`config.mk`:
```
export PLATFORM = sky130hd
export DESIGN_NAME = lzx_rr_arbiter4
export DESIGN_NICKNAME = d
export VERILOG_FILES = /design/src/rtl/lzx_rr_arbiter4.sv
export SDC_FILE = /design/constraint.sdc
export NUM_CORES = 1
export LEC_CHECK = 0
export ABC_CLOCK_PERIOD_IN_PS = 1500
export CELL_PAD_IN_SITES_DETAIL_PLACEMENT = 1
export CELL_PAD_IN_SITES_GLOBAL_PLACEMENT = 2
export CORE_MARGIN = 2
export CORE_UTILIZATION = 25
export DETAILED_ROUTE_END_ITERATION = 7
export HOLD_SLACK_MARGIN = 0.03
export MAX_ROUTING_LAYER = met4
export PLACE_DENSITY = 0.72
export SLEW_MARGIN = 10
export SYNTH_ARGS = -nofsm -noshare
export SYNTH_HDL_FRONTEND = slang
export SYNTH_SLANG_ARGS = --single-unit
export TNS_END_PERCENT = 30
```
`constraint.sdc`:
```
create_clock -name clk -period 1.5 [get_ports clk]
set_input_delay 0.45 -clock clk [delete_from_list [all_inputs] [get_ports clk]]
set_output_delay 0.45 -clock clk [all_outputs]
set_load 0.05 [all_outputs]
```
`src/rtl/lzx_rr_arbiter4.sv`:
```
// Four-way round-robin arbiter that drives the lzx_decoder2x4 select path, with a break-before-make release gap.
// Define LZX_ARB_TIMEOUT_EN to enable forced release after HOLD_MAX cycles of continuous grant.
module lzx_rr_arbiter4 #(
    parameter int HOLD_MAX = 16,
    parameter int CW       = 5
) (
    input  logic       clk,
    input  logic       rst_n,
    input  logic [3:0] req,
    input  logic       done,
    output logic       gnt_a,
    output logic       gnt_b,
    output logic       gnt_en,
    output logic [3:0] gnt_n,
    output logic       busy,
    output logic       timeout
);

    typedef enum logic [1:0] {
        ST_IDLE    = 2'd0,
        ST_GRANT   = 2'd1,
        ST_RELEASE = 2'd2
    } state_t;

    state_t     state_q, state_d;
    logic [1:0] ptr_q, ptr_d;
    logic       gnt_a_q, gnt_a_d;
    logic       gnt_b_q, gnt_b_d;
    logic       gnt_en_q, gnt_en_d;
    logic       busy_q, busy_d;
    logic       timeout_q, timeout_d;
    logic [1:0] winner_s;
    logic [1:0] owner_s;
    logic       release_s;
    logic       forced_s;

    // First set request found scanning upward from p, wrapping 3 -> 0.
    function automatic logic [1:0] rr_pick(input logic [3:0] r, input logic [1:0] p);
        logic [1:0] idx;
        logic [1:0] pick;
        logic       found;
        pick  = p;
        found = 1'b0;
        for (int k = 0; k < 4; k++) begin
            idx   = p + k[1:0];
            pick  = (!found && r[idx]) ? idx : pick;
            found = found | r[idx];
        end
        return pick;
    endfunction

    assign winner_s  = rr_pick(req, ptr_q);
    assign owner_s   = {gnt_a_q, gnt_b_q};
    assign release_s = done | ~req[owner_s];

`ifdef LZX_ARB_TIMEOUT_EN
    localparam logic [CW-1:0] CNT_LAST = CW'(HOLD_MAX - 1);

    logic [CW-1:0] cnt_q, cnt_d;

    assign forced_s = (cnt_q == CNT_LAST) & ~release_s;

    // Hold counter: cleared when a grant is issued, counts every GRANT cycle.
    always_comb begin
        cnt_d = cnt_q;
        if (state_q == ST_IDLE && (|req)) begin
            cnt_d = {CW{1'b0}};
        end else if (state_q == ST_GRANT) begin
            cnt_d = cnt_q + {{(CW-1){1'b0}}, 1'b1};
        end else begin
            cnt_d = cnt_q;
        end
    end

    // Hold counter register.
    always_ff @(posedge clk or negedge rst_n) begin
        if (!rst_n) begin
            cnt_q <= {CW{1'b0}};
        end else begin
            cnt_q <= cnt_d;
        end
    end
`else
    assign forced_s = 1'b0;
`endif

    // Next-state and registered-output logic for the grant sequencer.
    always_comb begin
        state_d   = state_q;
        ptr_d     = ptr_q;
        gnt_a_d   = gnt_a_q;
        gnt_b_d   = gnt_b_q;
        gnt_en_d  = gnt_en_q;
        busy_d    = busy_q;
        timeout_d = 1'b0;
        case (state_q)
            ST_IDLE: begin
                if (|req) begin
                    gnt_a_d  = winner_s[1];
                    gnt_b_d  = winner_s[0];
                    gnt_en_d = 1'b1;
                    busy_d   = 1'b1;
                    state_d  = ST_GRANT;
                end else begin
                    gnt_en_d = 1'b0;
                    busy_d   = 1'b0;
                end
            end
            ST_GRANT: begin
                // A normal release and a forced release share one path, so the pointer advances once.
                if (release_s || forced_s) begin
                    gnt_en_d  = 1'b0;
                    busy_d    = 1'b1;
                    ptr_d     = owner_s + 2'd1;
                    timeout_d = forced_s;
                    state_d   = ST_RELEASE;
                end else begin
                    gnt_en_d = 1'b1;
                    busy_d   = 1'b1;
                end
            end
            ST_RELEASE: begin
                gnt_en_d = 1'b0;
                busy_d   = 1'b0;
                state_d  = ST_IDLE;
            end
            default: begin
                gnt_en_d = 1'b0;
                busy_d   = 1'b0;
                state_d  = ST_IDLE;
            end
        endcase
    end

    // Sequencer state and output registers.
    always_ff @(posedge clk or negedge rst_n) begin
        if (!rst_n) begin
            state_q   <= ST_IDLE;
            ptr_q     <= 2'd0;
            gnt_a_q   <= 1'b0;
            gnt_b_q   <= 1'b0;
            gnt_en_q  <= 1'b0;
            busy_q    <= 1'b0;
            timeout_q <= 1'b0;
        end else begin
            state_q   <= state_d;
            ptr_q     <= ptr_d;
            gnt_a_q   <= gnt_a_d;
            gnt_b_q   <= gnt_b_d;
            gnt_en_q  <= gnt_en_d;
            busy_q    <= busy_d;
            timeout_q <= timeout_d;
        end
    end

    // Active-low one-hot decode of the registered select, all ones while disabled.
    always_comb begin
        gnt_n = 4'hF;
        if (gnt_en_q) begin
            gnt_n[{gnt_a_q, gnt_b_q}] = 1'b0;
        end else begin
            gnt_n = 4'hF;
        end
    end

    assign gnt_a   = gnt_a_q;
    assign gnt_b   = gnt_b_q;
    assign gnt_en  = gnt_en_q;
    assign busy    = busy_q;
    assign timeout = timeout_q;

endmodule

```
### Yosys cells after proc, flatten, opt, wreduce, memory -nomap -nowiden

Index checks and enable logic that the tools add are counted.

| word-level totals | value |
|---|---|
| bits in registers | 8 |
| input bits | 7 |
| output and inout port bits | 9 |
| logic and storage cells | 59 |

| operators by class | value |
|---|---|
| $add $sub $neg | 4 |
| magnitude comparators | 6 |
| eq/ne operators | 3 |
| multiplexer cells | 23 |
| bitwise logic cells | 5 |
| reduce and logical (&&, ||, !) cells | 12 |

Operators by type and width:

| operator | count |
|---|---|
| < comparator 2 x 3 -> 1 bit (second input constant) | 5 |
| binary-select mux 1 bit (select 2 bit) | 5 |
| 2-to-1 mux 2 bit | 5 |
| 2-to-1 mux 1 bit | 8 |
| AND reduction 2 bit | 3 |
| adder 2 x 1 -> 2 bit (second input constant) | 2 |
| adder 2 bit (second input constant) | 2 |
| logical AND 1 bit | 4 |
| 2-to-1 mux 4 bit | 1 |
| inequality test 2 bit (second input constant) | 2 |
| NOT 4 bit | 1 |
| case mux 1 bit (2 select lines) | 2 |
| case mux 2 bit (2 select lines) | 1 |
| OR reduction 4 bit | 1 |
| logical NOT 1 bit | 3 |
| OR 1 bit | 3 |
| demux 1 bit (select 2 bit) | 1 |
| == test 2 x 1 -> 1 bit (second input constant) | 1 |
| >= comparator 2 x 1 -> 1 bit (second input constant) | 1 |
| logical NOT 2 bit | 1 |
| NOT 1 bit | 1 |

### Depth between registers and ports, before layout

| logic depth | value |
|---|---|
| depth in word-level cells | 8 |
| depth in mapped cells | 4 |
| depth with buffers taken out | 4 |

### Least setup slack after synthesis

OpenSTA, ideal clock, no wires.

| path | value |
|---|---|
| path type | register to output |
| from | register gnt_a_q, in the netlist gnt_a |
| to | output port gnt_n[0] |
| arrival | 1.414 ns |
| data required time | 1.050 ns |
| setup slack | -0.364 ns |
| stages on the path, launching flop included | 4 |
| path buffers | 0 |
| path through | dfrtp_1 -> inv_1 -> ha_1 -> nand2_1 |

| on the way | value |
|---|---|
| word-level cells in the longest chain between the ends | 6 |
| elaborated cells between the ends (all ways) | 7 |
| classes of those cells | order compare: 2; mux: 3; bitwise: 1; reduce/logical: 1 |

RTL lines:

| what | line | source |
|---|---|---|
| from (decl) | 27 | `logic gnt_a_q, gnt_a_d;` |
| from (signal assigned) | 148 | `gnt_a_q <= gnt_a_d;` |
| < comparator 2 x 3 -> 1 bit (implied by the code) / >= comparator 2 x 1 -> 1 bit (equally long branches) | 160 | `gnt_n[{gnt_a_q, gnt_b_q}] = 1'b0;` |
| logical AND 1 bit (implied by the code) | 160 |  |
| 2-to-1 mux 1 bit (implied by the code) | 160 |  |
| demux 1 bit (select 2 bit) * | 160 |  |
| NOT 4 bit (no line) * | n/a |  |
| 2-to-1 mux 4 bit * | 159 | `if (gnt_en_q) begin` |
| to (decl) | 14 | `output logic [3:0] gnt_n,` |

Mark *: on every way between the ends. The rest lies on a longest branch, timed or not.

### Worst setup path after layout

| path | value |
|---|---|
| from | register gnt_a_q, in the netlist gnt_a |
| to | output port gnt_n[3] |

Same word-level chain as after synthesis.

==> impl_metrics.prom <==
# TYPE chip_impl_metric gauge
chip_impl_metric{name="ratio_of_cells_with_drive_above_1_in_the_final_layout",unit=""} 0.5287
chip_impl_metric{name="routed-via-count",unit=""} 517
chip_impl_metric{name="fmax",unit="MHz"} 617.8
chip_impl_metric{name="synth.top_cell.area_share",unit=""} 0.3970
chip_impl_metric{name="post-route-drc-count",unit=""} 0
chip_impl_metric{name="worst_ep_arrival_time",unit="ns"} 1.17
chip_impl_metric{name="pin_count",unit=""} 16
chip_impl_info{name="synth.largest_area_cell",value="sky130_fd_sc_hd__dfrtp_1"} 1
chip_impl_metric{name="leakagePower",unit="nW"} 0.4522
chip_impl_metric{name="path_clk_slew",unit="ns"} 0.06
chip_impl_metric{name="min_period_over_period",unit=""} 1.079
chip_impl_metric{name="route.detailed.wl_per_inst",unit="µm"} 13.88
chip_impl_metric{name="die-height",unit="µm"} 48.91
chip_impl_metric{name="path_max_fanout",unit=""} 5
chip_impl_metric{name="fp.coreArea",unit="µm²"} 1922
chip_impl_metric{name="area_growth",unit="%"} 96.77
chip_impl_metric{name="buffer_ports.inserted",unit=""} 14
chip_impl_info{name="critical_path_class",value="flop to output pin"} 1
chip_impl_metric{name="synth.lib_cells_used.distinct",unit=""} 21
chip_impl_metric{name="ctsHoldBuffers",unit=""} 0
chip_impl_metric{name="globalRouteOverflowTotal",unit=""} 0
chip_impl_metric{name="utilization",unit=""} 0.5163
chip_impl_metric{name="period_minus_slack",unit="ns"} 1.619
chip_impl_info{name="unrepaired_setup_endpoints_after_global_routing",value="true"} 1
chip_impl_metric{name="postSynthRegisterBits",unit=""} 8
chip_impl_metric{name="diodes",unit=""} 0
chip_impl_metric{name="ctsLongestPathBuffers",unit=""} 2
chip_impl_metric{name="synth_seq_area_share",unit=""} 0.3970
chip_impl_metric{name="place.detailed.hpwl",unit="mm"} 1.112
chip_impl_metric{name="design.die.area",unit="µm²"} 2392
chip_impl_metric{name="floorplan.initialDensity",unit=""} 0.2624
chip_impl_metric{name="first_global_vias",unit=""} 570
chip_impl_metric{name="setup_violations",unit=""} 5
chip_impl_metric{name="grt_util_all_layers",unit=""} 0.1578
chip_impl_info{name="hold_class",value="input pin to async pin"} 1
chip_impl_metric{name="largest_stage_delay_worst_path",unit="ns"} 0.47
chip_impl_metric{name="hold_ws",unit="ns"} 0.4737
chip_impl_metric{name="postSynthNetCount",unit=""} 65
chip_impl_metric{name="synth_cells",unit=""} 54
chip_impl_metric{name="fin_setup_tns",unit="ns"} -0.5405
chip_impl_metric{name="firstDrtPassIters",unit=""} 4
chip_impl_info{name="violated_checks",value="setup timing"} 1
chip_impl_metric{name="yosys_warning_count",unit=""} 0
chip_impl_metric{name="worst-endpoint-required",unit="ns"} 1.05
chip_impl_metric{name="worst_r2r_path_depth",unit=""} 5
chip_impl_metric{name="routed_wirelength",unit="mm"} 1.582
chip_impl_info{name="critPathSlowestCell",value="sky130_fd_sc_hd__dfrtp_2"} 1
chip_impl_metric{name="antenna_found_initial",unit=""} 0
chip_impl_metric{name="cts.sinks",unit=""} 8
chip_impl_metric{name="final-hold-violation-count",unit=""} 0
chip_impl_metric{name="synth-edff-count",unit=""} 0
chip_impl_metric{name="pwr_density_cell",unit="nW/µm²"} 2275
chip_impl_metric{name="drv.max_cap_violation_count",unit=""} 0
chip_impl_metric{name="h_tree_levels",unit=""} 1
chip_impl_info{name="cp_cell_sequence",value="ha_1 -> nand2_2 -> buf_12"} 1
chip_impl_metric{name="fin_skew",unit="ns"} 0.006661
chip_impl_info{name="crit_path_end_kind",value="output pin"} 1
chip_impl_metric{name="dr.first_iter.drc_count",unit=""} 2
chip_impl_metric{name="cts_buffers",unit=""} 3
chip_impl_metric{name="synthesis.area",unit="µm²"} 504.2
chip_impl_metric{name="wire_length_of_the_first_global_routing_pass",unit="mm"} 2.773
chip_impl_metric{name="syn_area_per_cell",unit="µm²"} 9.338
chip_impl_metric{name="worstSkewPairLatency",unit="ns"} 0.25
chip_impl_info{name="cts-root-buf",value="sky130_fd_sc_hd__clkbuf_4"} 1
chip_impl_info{name="worstSetupStartpointType",value="flop"} 1
chip_impl_metric{name="chipWidth",unit="µm"} 48.91
chip_impl_metric{name="grt_max_degree",unit=""} 9
chip_impl_metric{name="postLayoutSetupSlackWorst",unit="ns"} -0.1186
chip_impl_metric{name="num-nets-final",unit=""} 99
chip_impl_info{name="status",value="finished with violations"} 1
chip_impl_metric{name="routabilityCongestion",unit=""} 0.7770
chip_impl_metric{name="drt-vias-per-instance",unit=""} 4.535
chip_impl_metric{name="synth-async-reset-ratio",unit=""} 1.000
chip_impl_metric{name="final_antenna_net_count",unit=""} 0
chip_impl_info{name="cts_tree",value="yes"} 1
chip_impl_info{name="synthTopCellsByCount",value="sky130_fd_sc_hd__dfrtp_1 (8), sky130_fd_sc_hd__nand2_1 (8), sky130_fd_sc_hd__o21ai_0 (6)"} 1
chip_impl_metric{name="slew_violations",unit=""} 0
chip_impl_info{name="synth.top_cells.by_area",value="sky130_fd_sc_hd__dfrtp_1 (40%), sky130_fd_sc_hd__ha_1 (9.9%), sky130_fd_sc_hd__o21ai_0 (6.0%)"} 1
chip_impl_metric{name="ir_worst_vdd",unit="V"} 0.0009838
chip_impl_info{name="ys.flop_type",value="sky130_fd_sc_hd__dfrtp_1"} 1
chip_impl_metric{name="num_rows",unit=""} 16
## cell families after synthesis
logic type / Yosys count / share of synthesized area
other cells: 1 / 0.007437
mux: 3 / 0.06203
buf+inv: 3 / 0.02979
flops: 8 / 0.3970
compound gates: 13 / 0.1812
simple gates: 22 / 0.2233
fa+ha+maj: 4 / 0.09926
## worst max-delay path, delay by kind of cell (launching register included)
| family | cells | cell delay [ns] |
|---|---|---|
| AND/OR/NAND/NOR | 1 | 0.08 |
| flip-flops | 1 | 0.47 |
| adder cells (fa/ha/maj) | 1 | 0.23 |
| buffers and inverters | 1 | 0.13 |
## flip-flops by register name, indices dropped and copies added (netlist names)
name and count:
gnt_en 1, busy 1, gnt_b 1, state_q 2, ptr_q 2, gnt_a 1
## report_power, final
part	switching (mW)	total, mW	internal, mW
Clock	0.0743	0.176	0.102
Combinational	0.752	1.54	0.789
Sequential	0.206	0.540	0.334
Total	1.03	2.26	1.23
## cell type report
| cell class | count | area (µm²) |
|---|---|---|
| fillers | 228 | 929.6 |
| inverters | 2 | 12.51 |
| repair buffers | 30 | 342.8 |
| flip-flops and latches | 8 | 203.9 |
| multi-input cells | 43 | 372.9 |
| well taps | 27 | 33.78 |
| clock buffers | 4 | 26.28 |
## placed cells by master (no fill, tap or decap), types with 2 or more instances in the layout
master,instances
sky130_fd_sc_hd__dfrtp_1,5
sky130_fd_sc_hd__o21ai_0,6
sky130_fd_sc_hd__nor2_1,5
sky130_fd_sc_hd__ha_4,3
sky130_fd_sc_hd__inv_4,2
sky130_fd_sc_hd__nand2_4,3
sky130_fd_sc_hd__buf_4,15
sky130_fd_sc_hd__nor2b_1,2
sky130_fd_sc_hd__clkdlybuf4s50_1,2
sky130_fd_sc_hd__dfrtp_2,3
sky130_fd_sc_hd__nand2b_1,2
sky130_fd_sc_hd__dlygate4sd2_1,3
sky130_fd_sc_hd__buf_12,8
sky130_fd_sc_hd__a2bb2oi_1,2
sky130_fd_sc_hd__nor3_1,2
sky130_fd_sc_hd__nand2_1,4
sky130_fd_sc_hd__clkbuf_4,3
sky130_fd_sc_hd__nor3_2,2
## layer usage
metal	GRT usage	up-vias	wire length, µm
met5	-	-	0
met4	0.05714	0	13
met3	0.04294	2	52
met2	0.2603	14	854
met1	0.1839	244	662
li1	-	257	-
## metrics by stage
step           setup slack [ns]  total power [mW]  area, µm²  std cells
2_1_floorplan          -0.04972             1.148      516.7         54
3_3_place_gp            -0.4094             1.763      845.8        105
3_5_place_dp            -0.4489             1.791      845.8        105
4_1_cts                 -0.1397             2.158      953.4        113
5_1_grt                 -0.1804             2.408      992.2        114
6_report                -0.1186             2.257      992.2        114
## worst paths after layout
path | startpoint | end | slack [ns]
min in group clk | state_q[0]$_DFFE_PN0P_ | busy$_DFF_PN0_ | 0.65
worst max-delay path | gnt_a$_DFFE_PN0P_ | gnt_n[3] | -0.12
worst min-delay path | rst_n | ptr_q[0]$_DFFE_PN0P_ | 0.47
worst min register to register | state_q[0]$_DFFE_PN0P_ | busy$_DFF_PN0_ | 0.65
worst max register to register | gnt_a$_DFFE_PN0P_ | ptr_q[1]$_DFFE_PN0P_ | -0.09
max in group asynchronous | rst_n | gnt_en$_DFF_PN0_ | 0.73
## what timing repair did
action	in CTS	in global routing
setup endpoints to repair	10	7
pin swaps	1	2
setup buffers	4	1
resized for setup	15	8
gates cloned	0	0
Power figures use the tool's default switching activity.
